===== config.mk =====
export PLATFORM = sky130hd
export DESIGN_NAME = div_scheduler_flat
export DESIGN_NICKNAME = d
export VERILOG_FILES = /design/src/rtl/div_scheduler_if.sv /design/src/rtl/div_scheduler.sv /design/src/flat_wrapper.sv
export SDC_FILE = /design/constraint.sdc
export NUM_CORES = 1
export LEC_CHECK = 0
export CAP_MARGIN = 20
export CORE_AREA = 2 2 189 191
export CTS_CLUSTER_SIZE = 20
export DETAILED_ROUTE_END_ITERATION = 6
export DIE_AREA = 0 0 191 193
export DONT_BUFFER_PORTS = 1
export REMOVE_ABC_BUFFERS = 1
export SLEW_MARGIN = 20
export SYNTH_ARGS = -nofsm -noshare
export SYNTH_HDL_FRONTEND = slang
export SYNTH_SLANG_ARGS = --single-unit
export TNS_END_PERCENT = 1

===== constraint.sdc =====
create_clock -name clk -period 9.8 [get_ports clk]
set_input_delay 0.98 -clock clk [delete_from_list [all_inputs] [get_ports clk]]
set_output_delay 0.98 -clock clk [all_outputs]
set_load 0.01 [all_outputs]

===== src/rtl/div_scheduler_if.sv =====
// Request/response bundle between N requesters and the shared-divider scheduler.
// The scheduler uses the slave modport; requesters and the response sink use master.
interface div_scheduler_if #(
  parameter int N   = 4,
  parameter int M   = 32,
  parameter int IDW = $clog2(N)
);
  logic [N-1:0]          req_valid;
  logic [N-1:0]          req_ready;
  logic [N*M-1:0]        req_dividend;
  logic [N*M-1:0]        req_divisor;
  logic                  rsp_valid;
  logic                  rsp_ready;
  logic [IDW-1:0]        rsp_id;
  logic signed [M-1:0]   rsp_quotient;
  logic signed [M-1:0]   rsp_remainder;
  logic                  rsp_dbz;
  logic                  rsp_ovf;

  modport master (
    output req_valid, req_dividend, req_divisor, rsp_ready,
    input  req_ready, rsp_valid, rsp_id, rsp_quotient, rsp_remainder, rsp_dbz, rsp_ovf
  );

  modport slave (
    input  req_valid, req_dividend, req_divisor, rsp_ready,
    output req_ready, rsp_valid, rsp_id, rsp_quotient, rsp_remainder, rsp_dbz, rsp_ovf
  );
endinterface


===== src/rtl/div_scheduler.sv =====
// Round-robin arbiter sharing one registered signed divider between N requesters.
// Divide-by-zero and -MIN/-1 are answered locally and never reach the divider.
module div_scheduler #(
  parameter int N   = 4,
  parameter int M   = 32,
  parameter int IDW = $clog2(N)
) (
  input  logic                clk,
  input  logic                reset,
  div_scheduler_if.slave      bus,
  output logic signed [M-1:0] div_dividend,
  output logic signed [M-1:0] div_divisor,
  input  logic signed [M-1:0] div_quotient,
  input  logic signed [M-1:0] div_remainder,
  output logic                busy,
  output logic [15:0]         op_count
);

  typedef enum logic [1:0] {IDLE, ISSUE, CAPTURE, RESP} state_t;

  localparam logic signed [M-1:0] MIN_VAL = {1'b1, {(M-1){1'b0}}};

  state_t              state, state_next;
  logic [IDW-1:0]      ptr, grant_idx, cand, rsp_id_q;
  logic                grant_found, accept, exc_dbz, exc_ovf;
  logic signed [M-1:0] sel_dividend, sel_divisor;
  logic signed [M-1:0] opa, opb, rsp_q, rsp_r;
  logic                rsp_dbz_q, rsp_ovf_q;

  function automatic logic is_dbz(input logic signed [M-1:0] d);
    return d == '0;
  endfunction

  function automatic logic is_ovf(input logic signed [M-1:0] a, input logic signed [M-1:0] d);
    return (a == MIN_VAL) && (d == '1);
  endfunction

  // Search from ptr+1 upward, wrapping, and mux out the winner's operands.
  always_comb begin
    grant_found  = 1'b0;
    grant_idx    = '0;
    cand         = '0;
    sel_dividend = '0;
    sel_divisor  = '0;
    for (int k = 1; k <= N; k++) begin
      cand = IDW'((int'(ptr) + k) % N);
      if (!grant_found && bus.req_valid[cand]) begin
        grant_found = 1'b1;
        grant_idx   = cand;
      end
    end
    for (int i = 0; i < N; i++) begin
      if (IDW'(i) == grant_idx) begin
        sel_dividend = bus.req_dividend[i*M +: M];
        sel_divisor  = bus.req_divisor[i*M +: M];
      end
    end
  end

  assign accept  = (state == IDLE) && grant_found;
  assign exc_dbz = is_dbz(sel_divisor);
  assign exc_ovf = is_ovf(sel_dividend, sel_divisor);

  always_ff @(posedge clk or negedge reset) begin
    if (!reset) state <= IDLE;
    else        state <= state_next;
  end

  always_comb begin
    state_next    = state;
    bus.req_ready = '0;
    bus.rsp_valid = 1'b0;
    busy          = (state != IDLE);
    case (state)
      IDLE: begin
        if (accept) begin
          bus.req_ready = N'(1) << grant_idx;
          state_next    = (exc_dbz || exc_ovf) ? RESP : ISSUE;
        end
      end
      ISSUE:   state_next = CAPTURE;
      CAPTURE: state_next = RESP;
      RESP: begin
        bus.rsp_valid = 1'b1;
        if (bus.rsp_ready) state_next = IDLE;
      end
      default: state_next = IDLE;
    endcase
  end

  // Operand registers only load on normal ops so the divider never sees a zero divisor.
  always_ff @(posedge clk or negedge reset) begin
    if (!reset) begin
      ptr       <= IDW'(N - 1);
      opa       <= '0;
      opb       <= '0;
      rsp_id_q  <= '0;
      rsp_q     <= '0;
      rsp_r     <= '0;
      rsp_dbz_q <= 1'b0;
      rsp_ovf_q <= 1'b0;
      op_count  <= '0;
    end else begin
      if (accept) begin
        ptr      <= grant_idx;
        rsp_id_q <= grant_idx;
        if (exc_dbz) begin
          rsp_q     <= '0;
          rsp_r     <= sel_dividend;
          rsp_dbz_q <= 1'b1;
          rsp_ovf_q <= 1'b0;
        end else if (exc_ovf) begin
          rsp_q     <= MIN_VAL;
          rsp_r     <= '0;
          rsp_dbz_q <= 1'b0;
          rsp_ovf_q <= 1'b1;
        end else begin
          opa <= sel_dividend;
          opb <= sel_divisor;
        end
      end
      if (state == CAPTURE) begin
        rsp_q     <= div_quotient;
        rsp_r     <= div_remainder;
        rsp_dbz_q <= 1'b0;
        rsp_ovf_q <= 1'b0;
      end
      if (state == RESP && bus.rsp_ready) op_count <= op_count + 16'd1;
    end
  end

  assign div_dividend      = opa;
  assign div_divisor       = opb;
  assign bus.rsp_id        = rsp_id_q;
  assign bus.rsp_quotient  = rsp_q;
  assign bus.rsp_remainder = rsp_r;
  assign bus.rsp_dbz       = rsp_dbz_q;
  assign bus.rsp_ovf       = rsp_ovf_q;

endmodule

===== src/flat_wrapper.sv =====
// flat-port wrapper written by rule: the top's interface ports become plain ports
module div_scheduler_flat 
#(
  parameter int N   = 4,
  parameter int M   = 32,
  parameter int IDW = $clog2(N)
)
  (clk, reset, div_dividend, div_divisor, div_quotient, div_remainder, busy, op_count, bus_req_valid, bus_req_dividend, bus_req_divisor, bus_rsp_ready, bus_req_ready, bus_rsp_valid, bus_rsp_id, bus_rsp_quotient, bus_rsp_remainder, bus_rsp_dbz, bus_rsp_ovf);
  div_scheduler_if #(.N(N), .M(M), .IDW(IDW)) bus_i ();
  input  logic clk;
  input  logic reset;
  output logic signed [M-1:0] div_dividend;
  output logic signed [M-1:0] div_divisor;
  input  logic signed [M-1:0] div_quotient;
  input  logic signed [M-1:0] div_remainder;
  output logic busy;
  output logic [15:0] op_count;
  input wire logic [$bits(bus_i.req_valid)-1:0] bus_req_valid;
  input wire logic [$bits(bus_i.req_dividend)-1:0] bus_req_dividend;
  input wire logic [$bits(bus_i.req_divisor)-1:0] bus_req_divisor;
  input wire logic [$bits(bus_i.rsp_ready)-1:0] bus_rsp_ready;
  output wire logic [$bits(bus_i.req_ready)-1:0] bus_req_ready;
  output wire logic [$bits(bus_i.rsp_valid)-1:0] bus_rsp_valid;
  output wire logic [$bits(bus_i.rsp_id)-1:0] bus_rsp_id;
  output wire logic [$bits(bus_i.rsp_quotient)-1:0] bus_rsp_quotient;
  output wire logic [$bits(bus_i.rsp_remainder)-1:0] bus_rsp_remainder;
  output wire logic [$bits(bus_i.rsp_dbz)-1:0] bus_rsp_dbz;
  output wire logic [$bits(bus_i.rsp_ovf)-1:0] bus_rsp_ovf;
  assign bus_i.req_valid = bus_req_valid;
  assign bus_i.req_dividend = bus_req_dividend;
  assign bus_i.req_divisor = bus_req_divisor;
  assign bus_i.rsp_ready = bus_rsp_ready;
  assign bus_req_ready = bus_i.req_ready;
  assign bus_rsp_valid = bus_i.rsp_valid;
  assign bus_rsp_id = bus_i.rsp_id;
  assign bus_rsp_quotient = bus_i.rsp_quotient;
  assign bus_rsp_remainder = bus_i.rsp_remainder;
  assign bus_rsp_dbz = bus_i.rsp_dbz;
  assign bus_rsp_ovf = bus_i.rsp_ovf;
  div_scheduler #(.N(N), .M(M), .IDW(IDW)) u_core (.clk(clk), .reset(reset), .bus(bus_i), .div_dividend(div_dividend), .div_divisor(div_divisor), .div_quotient(div_quotient), .div_remainder(div_remainder), .busy(busy), .op_count(op_count));
endmodule

# Word-level counts from Yosys, hierarchy flattened
# Index checks and enable logic that the tools add are counted.
# totals
reg_bits,152
# op_classes
n_addsub,5
order_cmp,4
n_eq_ne,10
shift,1
mux,47
n_bitwise,2
reduce_logical,19
# ops
operator,count
2-to-1 mux 32 bit,16
equality test 32 bit (second input constant),2
logical NOT 32 bit,1
2-to-1 mux 1 bit,17
adder 16 x 1 -> 16 bit (second input constant),1
2-to-1 mux 2 bit,7
< comparator 2 x 3 -> 1 bit (second input constant),4
binary-select mux 1 bit (select 2 bit),4
2-to-1 mux 4 bit,2
one-hot mux 2 bit (4 select lines),1
logical AND 1 bit,6
adder 2 x 1 -> 2 bit (second input constant),2
adder 2 bit (second input constant),2
equality test 2 bit (first input constant),2
equality test 2 bit (second input constant),2
logical NOT 2 bit,2
AND reduction 2 bit,2
nonzero test 2 bit,2
<< shifter 1 x 2 -> 4 bit (first input constant),1
logical NOT 1 bit,3
AND reduction 3 bit,1
nonzero test 3 bit,1
equality test 1 x 2 -> 1 bit (first input constant),1
equality test 2 x 1 -> 1 bit (second input constant),1
other kinds (4),5

# Logic depth before layout (Yosys ltp)
# logic_depth
ltp_word,24
mapped_depth,16
ltp_nobuf,10

# Worst setup path before layout
# Ideal clock, no wire load.
# synth_timing
path_kind,input to register
startpoint,input port bus_req_valid[1]
endpoint,"register u_core.opa[11], in the netlist u_core.div_dividend[11]"
t_arrival_ns,3.690
t_required_ns,9.675
setup_slack_ns,5.985
stages,15
path_cell_list,and3_1 > a31oi_1 > buf_2 > nand2_1 > buf_2 > buf_1 > a211oi_1 > o22ai_1 > nor4_1 > and4_1 > clkbuf_1 > nor2_1 > nand2_2 > buf_4 > mux2_2
# synth_between
elab_chain_len,21
word_cells_on_any_way,42
# synth_lines
item,line,source
"start, declared",flat_wrapper.sv:18,input wire logic [$bits(bus_i.req_valid)-1:0] bus_req_valid;
binary-select mux 1 bit (select 2 bit),div_scheduler.sv:47,if (!grant_found && bus.req_valid[cand]) begin
2-to-1 mux 1 bit (implied by the code),div_scheduler.sv:47,
2-to-1 mux 1 bit,div_scheduler.sv:47,
logical NOT 1 bit,div_scheduler.sv:47,
logical AND 1 bit,div_scheduler.sv:47,
2-to-1 mux 1 bit,div_scheduler.sv:47,
logical NOT 1 bit,div_scheduler.sv:47,
logical AND 1 bit,div_scheduler.sv:47,
[2 not listed],-,
logical AND 1 bit,div_scheduler.sv:47,
2-to-1 mux 2 bit,div_scheduler.sv:47,
logical NOT 2 bit,div_scheduler.sv:53,if (IDW'(i) == grant_idx) begin
2-to-1 mux 32 bit (4 in series),div_scheduler.sv:53,
equality test 32 bit,div_scheduler.sv:35,return (a == MIN_VAL) && (d == '1);
logical AND 1 bit,div_scheduler.sv:35,
NOT 1 bit (no source line),-,
AND reduction 3 bit (no source line),-,
"end signal, assigned",div_scheduler.sv:118,opa <= sel_dividend;
"end, declared",div_scheduler.sv:27,"logic signed [M-1:0] opa, opb, rsp_q, rsp_r;"
# Parallel ways exist; a longest one is shown, timed or not. The select of a mux whose other input is x is not followed.
# A chain may end at the register's enable or synchronous reset.

# Worst setup path after layout
# layout_timing
startpoint,register u_core.ptr[1]
endpoint,"register u_core.opa[11], in the netlist u_core.div_dividend[11]"
# layout_between
elab_chain_len,22
word_cells_on_any_way,46
# layout_lines
item,line,source
"start, declared",div_scheduler.sv:24,"logic [IDW-1:0] ptr, grant_idx, cand, rsp_id_q;"
"start signal, assigned",div_scheduler.sv:94,ptr <= IDW'(N - 1);
"start signal, assigned",div_scheduler.sv:105,ptr <= grant_idx;
adder 2 x 1 -> 2 bit,div_scheduler.sv:46,cand = IDW'((int'(ptr) + k) % N);
binary-select mux 1 bit (select 2 bit),div_scheduler.sv:47,
2-to-1 mux 1 bit (implied by the code),div_scheduler.sv:47,
2-to-1 mux 1 bit,div_scheduler.sv:47,
logical NOT 1 bit,div_scheduler.sv:47,
logical AND 1 bit,div_scheduler.sv:47,
2-to-1 mux 1 bit,div_scheduler.sv:47,
logical NOT 1 bit,div_scheduler.sv:47,
[3 not listed],-,
logical AND 1 bit,div_scheduler.sv:47,
2-to-1 mux 2 bit,div_scheduler.sv:47,
logical NOT 2 bit,div_scheduler.sv:53,
2-to-1 mux 32 bit (4 in series),div_scheduler.sv:53,
equality test 32 bit,div_scheduler.sv:35,
logical AND 1 bit,div_scheduler.sv:35,
NOT 1 bit (no source line),-,
AND reduction 3 bit (no source line),-,
# Parallel ways exist; a longest one is shown, timed or not. The select of a mux whose other input is x is not followed.

==> impl_metrics.py <==
metrics = {
    "setup_path": {
        "cp_top_family": "simple AND/OR/NAND/NOR gates",
        "critPathSlowestCell": "nor4_1",
        "worstSetupPathType": "reg2reg",
        "arrival_ps": 6350,
        "critPathLaunchType": "flop",
        "slowest_delay_ps": 830,
        "path_common_cell": "buf_4",
        "critPathCaptureType": "flop",
        "cp_cell_sequence": "nand2_1 -> a31oi_4 -> buf_4 -> and2_4 -> buf_4 -> a211oi_1 -> nor2_1 -> nand4_1 -> nor4_1 -> nand4_2 -> nand2_4 -> buf_4 -> mux2_2",
        "worstPathBufferInverterCount": 3,
        "cp_max_fo": 66,
        "cp.required_ps": 10120,
    },
    "synth": {
        "synth.avg_cell_area_um2": 8.93,
        "yosysUniqueCellTypes": 50,
        "synthFlopType": "dfrtp_1",
        "synthCells": 1022,
        "yosysSeqAreaShare_pct": 41.7,
        "synth_top_area_cell": "dfrtp_1",
        "yosys_warnings": 0,
        "synth_seq_cells": 152,
        "synth_edf_count": 0,
        "synthDominantCellAreaShare_pct": 41.1,
        "async_flop_share_pct": 100,
        "syn_area_um2": 9120,
        "synth.area.top_cells": "dfrtp_1 (41%), a21oi_1 (7.2%), mux2i_1 (7.1%)",
    },
    "power": {
        "worst_ir_drop_vdd_v": 0.000131,
        "power.density_nw_per_um2": 364,
        "p_leak_nw": 4.76,
    },
    "routing": {
        "vias": 7913,
        "routed_via_density": 5.46,
        "drc": 0,
        "dr.first_iter.drc_count": 448,
        "post_drt_wl_per_cell_um": 24.7,
        "antenna_left": 0,
        "drt-total-wl_um": 35900,
        "dr.pass1.iters": 5,
    },
    "sta": {
        "rsz0062_at_grt": "false",
        "clock.fmax_ghz": 0.166,
        "hold_violations": 0,
        "drv_slew": 0,
        "timing.hold.ws_ps": 249,
        "layout_min_cycle_time_ps": 6030,
        "tightest_slew_ps": 991,
        "finalClockSkew_ps": 19.3,
        "slew_headroom_pct": 33.9,
        "setup_viol": 0,
        "fin_tns_setup_ps": 0,
        "min_period_over_period_pct": 61.5,
    },
    "floorplanning": {
        "initial_core_util_pct": 26.1,
        "core-area_um2": 35000,
        "rows": 69,
        "io_pins": 481,
        "die_w_um": 191,
        "die_h_um": 193,
        "die_area_um2": 36900,
    },
    "finish": {
        "layout-drive-gt1-share_pct": 9.76,
        "final.fill_count": 3707,
        "syn_to_final_growth_pct": 10.6,
        "final_area_um2": 10100,
        "final_nets": 1302,
    },
    "job": {
        "maxCapViolCount": 0,
    },
    "clock_network": {
        "cts_buffers": 17,
        "ctsHoldBuffers": 0,
        "cts.clk_slew.worst_paths_ps": 80,
        "post_cts_buffers": 0,
        "root_buffer": "clkbuf_16",
        "clkSinkCount": 152,
        "clock_path_buffers": 2,
        "cts_tree": "built",
        "h-tree-depth": 4,
        "cts_resized": 0,
        "clk_latency_ps": 440,
    },
    "hold_path": {
        "hp-class": "in2async",
    },
    "global_route": {
        "track_usage_pct": 18.6,
        "grt_antenna_before_repair": 3,
        "grt_pass1_wl_um": 49900,
        "grt_max_degree": 153,
        "grt_pass1_vias": 7702,
        "grt_overflow": 0,
    },
    "run_status": {
        "status": "complete, no violations",
    },
    "placed_design": {
        "gp_congestion": 0.864,
        "dp_hpwl_um": 26200,
        "portBuffers": 0,
        "place_area_um2": 9510,
    },
}
==> stage by stage <==
stage | instances | utilization (%) | power (W) | setup WS [ps]
2_1_floorplan | 938 | - | 0.00246 | 2140
3_3_place_gp | 1413 | 27.2 | 0.00298 | 3520
3_5_place_dp | 1413 | 27.2 | 0.00304 | 3340
4_1_cts | 1445 | 28.8 | 0.00372 | 3640
5_1_grt | 1447 | 28.9 | 0.00394 | 3400
6_report | 1449 | 28.9 | 0.00367 | 3770
==> cell usage in the layout (no fill, tap or decap), drive strengths merged, types with 32 or more instances in the layout <==
| cell | netlist | final |
|---|---|---|
| nand2 | 79 | 79 |
| nor2 | 142 | 142 |
| mux2 | 32 | 32 |
| mux2i | 65 | 65 |
| a211oi | 64 | 64 |
| dfrtp | 150 | 150 |
| a21oi | 131 | 131 |
| a21boi | 35 | 35 |
| inv | 43 | 49 |
| and3 | 32 | 32 |
==> power by group <==
part | internal [W] | total [W] | leakage [nW] | switching (W)
Combinational | 0.000656 | 0.00175 | 2.64 | 0.00110
Sequential | 0.000899 | 0.00125 | 1.85 | 0.000354
Clock | 0.000364 | 0.000668 | 0.271 | 0.000304
==> routing by layer <==
layer	vias to the layer above	GRT usage [%]	share of wire, %
met5	-	0	0
met4	0	5.87	1.4
met3	32	6.12	7.7
met2	404	32.2	50
met1	3896	21.7	41
li1	3581	-	-
==> Yosys cell counts, types with 2 or more instances <==
library cell	count
and3_1	32
buf_4	8
a31oi_1	2
buf_6	4
dfstp_2	2
o21a_1	2
a21boi_0	35
nand2b_1	5
ha_1	4
o211a_1	31
o22a_1	2
nor3_1	3
buf_2	17
a21oi_1	131
a211oi_1	64
nand3_1	5
o22ai_1	16
xor2_1	8
nor4_1	8
xnor2_1	7
or3_1	2
mux2_2	32
clkbuf_1	42
buf_1	13
inv_1	43
dfrtp_1	150
nand2_1	78
mux2i_1	65
nand4_1	19
nor2_1	142
a22o_1	31
==> worst reg2reg max path: stages (launching register included) <==
cell	delay [ps]
dfstp_2	620
nand2_1	120
a31oi_4	180
buf_4	570
and2_4	610
buf_4	460
a211oi_1	190
nor2_1	210
nand4_1	190
nor4_1	840
nand4_2	390
nand2_4	430
buf_4	640
mux2_2	490
==> area by class of cell <==
type                            instances  area [µm²]  area share [%]
Antenna cell                            4        10.0          0.0992
Clock inverter                         13         135            1.34
Multi-Input combinational cell        743        4860            48.1
Inverter                               43         161            1.60
Timing Repair Buffer                   14         105            1.04
Tap cell                              461         577            5.71
Sequential cell                       152        3810            37.7
Clock buffer                           19         443            4.39
==> cell families after synthesis <==
| group | count (synthesis) | synth area share [%] |
|---|---|---|
| multiplexers | 97 | 11.1 |
| XOR/XNOR | 15 | 1.44 |
| buffers and inverters | 127 | 6.12 |
| AO/OA/AOI/OAI | 323 | 24.1 |
| adder cells (fa/ha/maj) | 4 | 0.549 |
| AND/OR/NAND/NOR | 304 | 15.0 |
| flip-flops | 152 | 41.7 |
==> flip-flops by register name, summed over array words and instances, names as in the netlist <==
register and count:
u_core.ptr 2, u_core.op_count 16, u_core.bus.rsp_dbz 1, u_core.bus.rsp_remainder 32
u_core.state 2, u_core.bus.rsp_quotient 32, u_core.div_divisor 32, u_core.bus.rsp_id 2
u_core.div_dividend 32, u_core.bus.rsp_ovf 1
==> final timing paths <==
path | start | endpoint | slack [ps] | cells after the start
worst min-delay path | reset | u_core.div_divisor[20]$_DFFE_PN0P_ | 250 | 0
min in group clk | u_core.ptr[1]$_DFFE_PN1P_ | u_core.ptr[1]$_DFFE_PN1P_ | 530 | 2
worst min register to register | u_core.ptr[1]$_DFFE_PN1P_ | u_core.ptr[1]$_DFFE_PN1P_ | 530 | 2
max in group asynchronous | reset | u_core.ptr[0]$_DFFE_PN1P_ | 9270 | 0
worst max-delay path | u_core.ptr[1]$_DFFE_PN1P_ | u_core.div_dividend[11]$_DFFE_PN0P_ | 3770 | 13
worst max register to register | u_core.ptr[1]$_DFFE_PN1P_ | u_core.div_dividend[11]$_DFFE_PN0P_ | 3770 | 13
No activity file was read; power rests on OpenSTA's default activity.
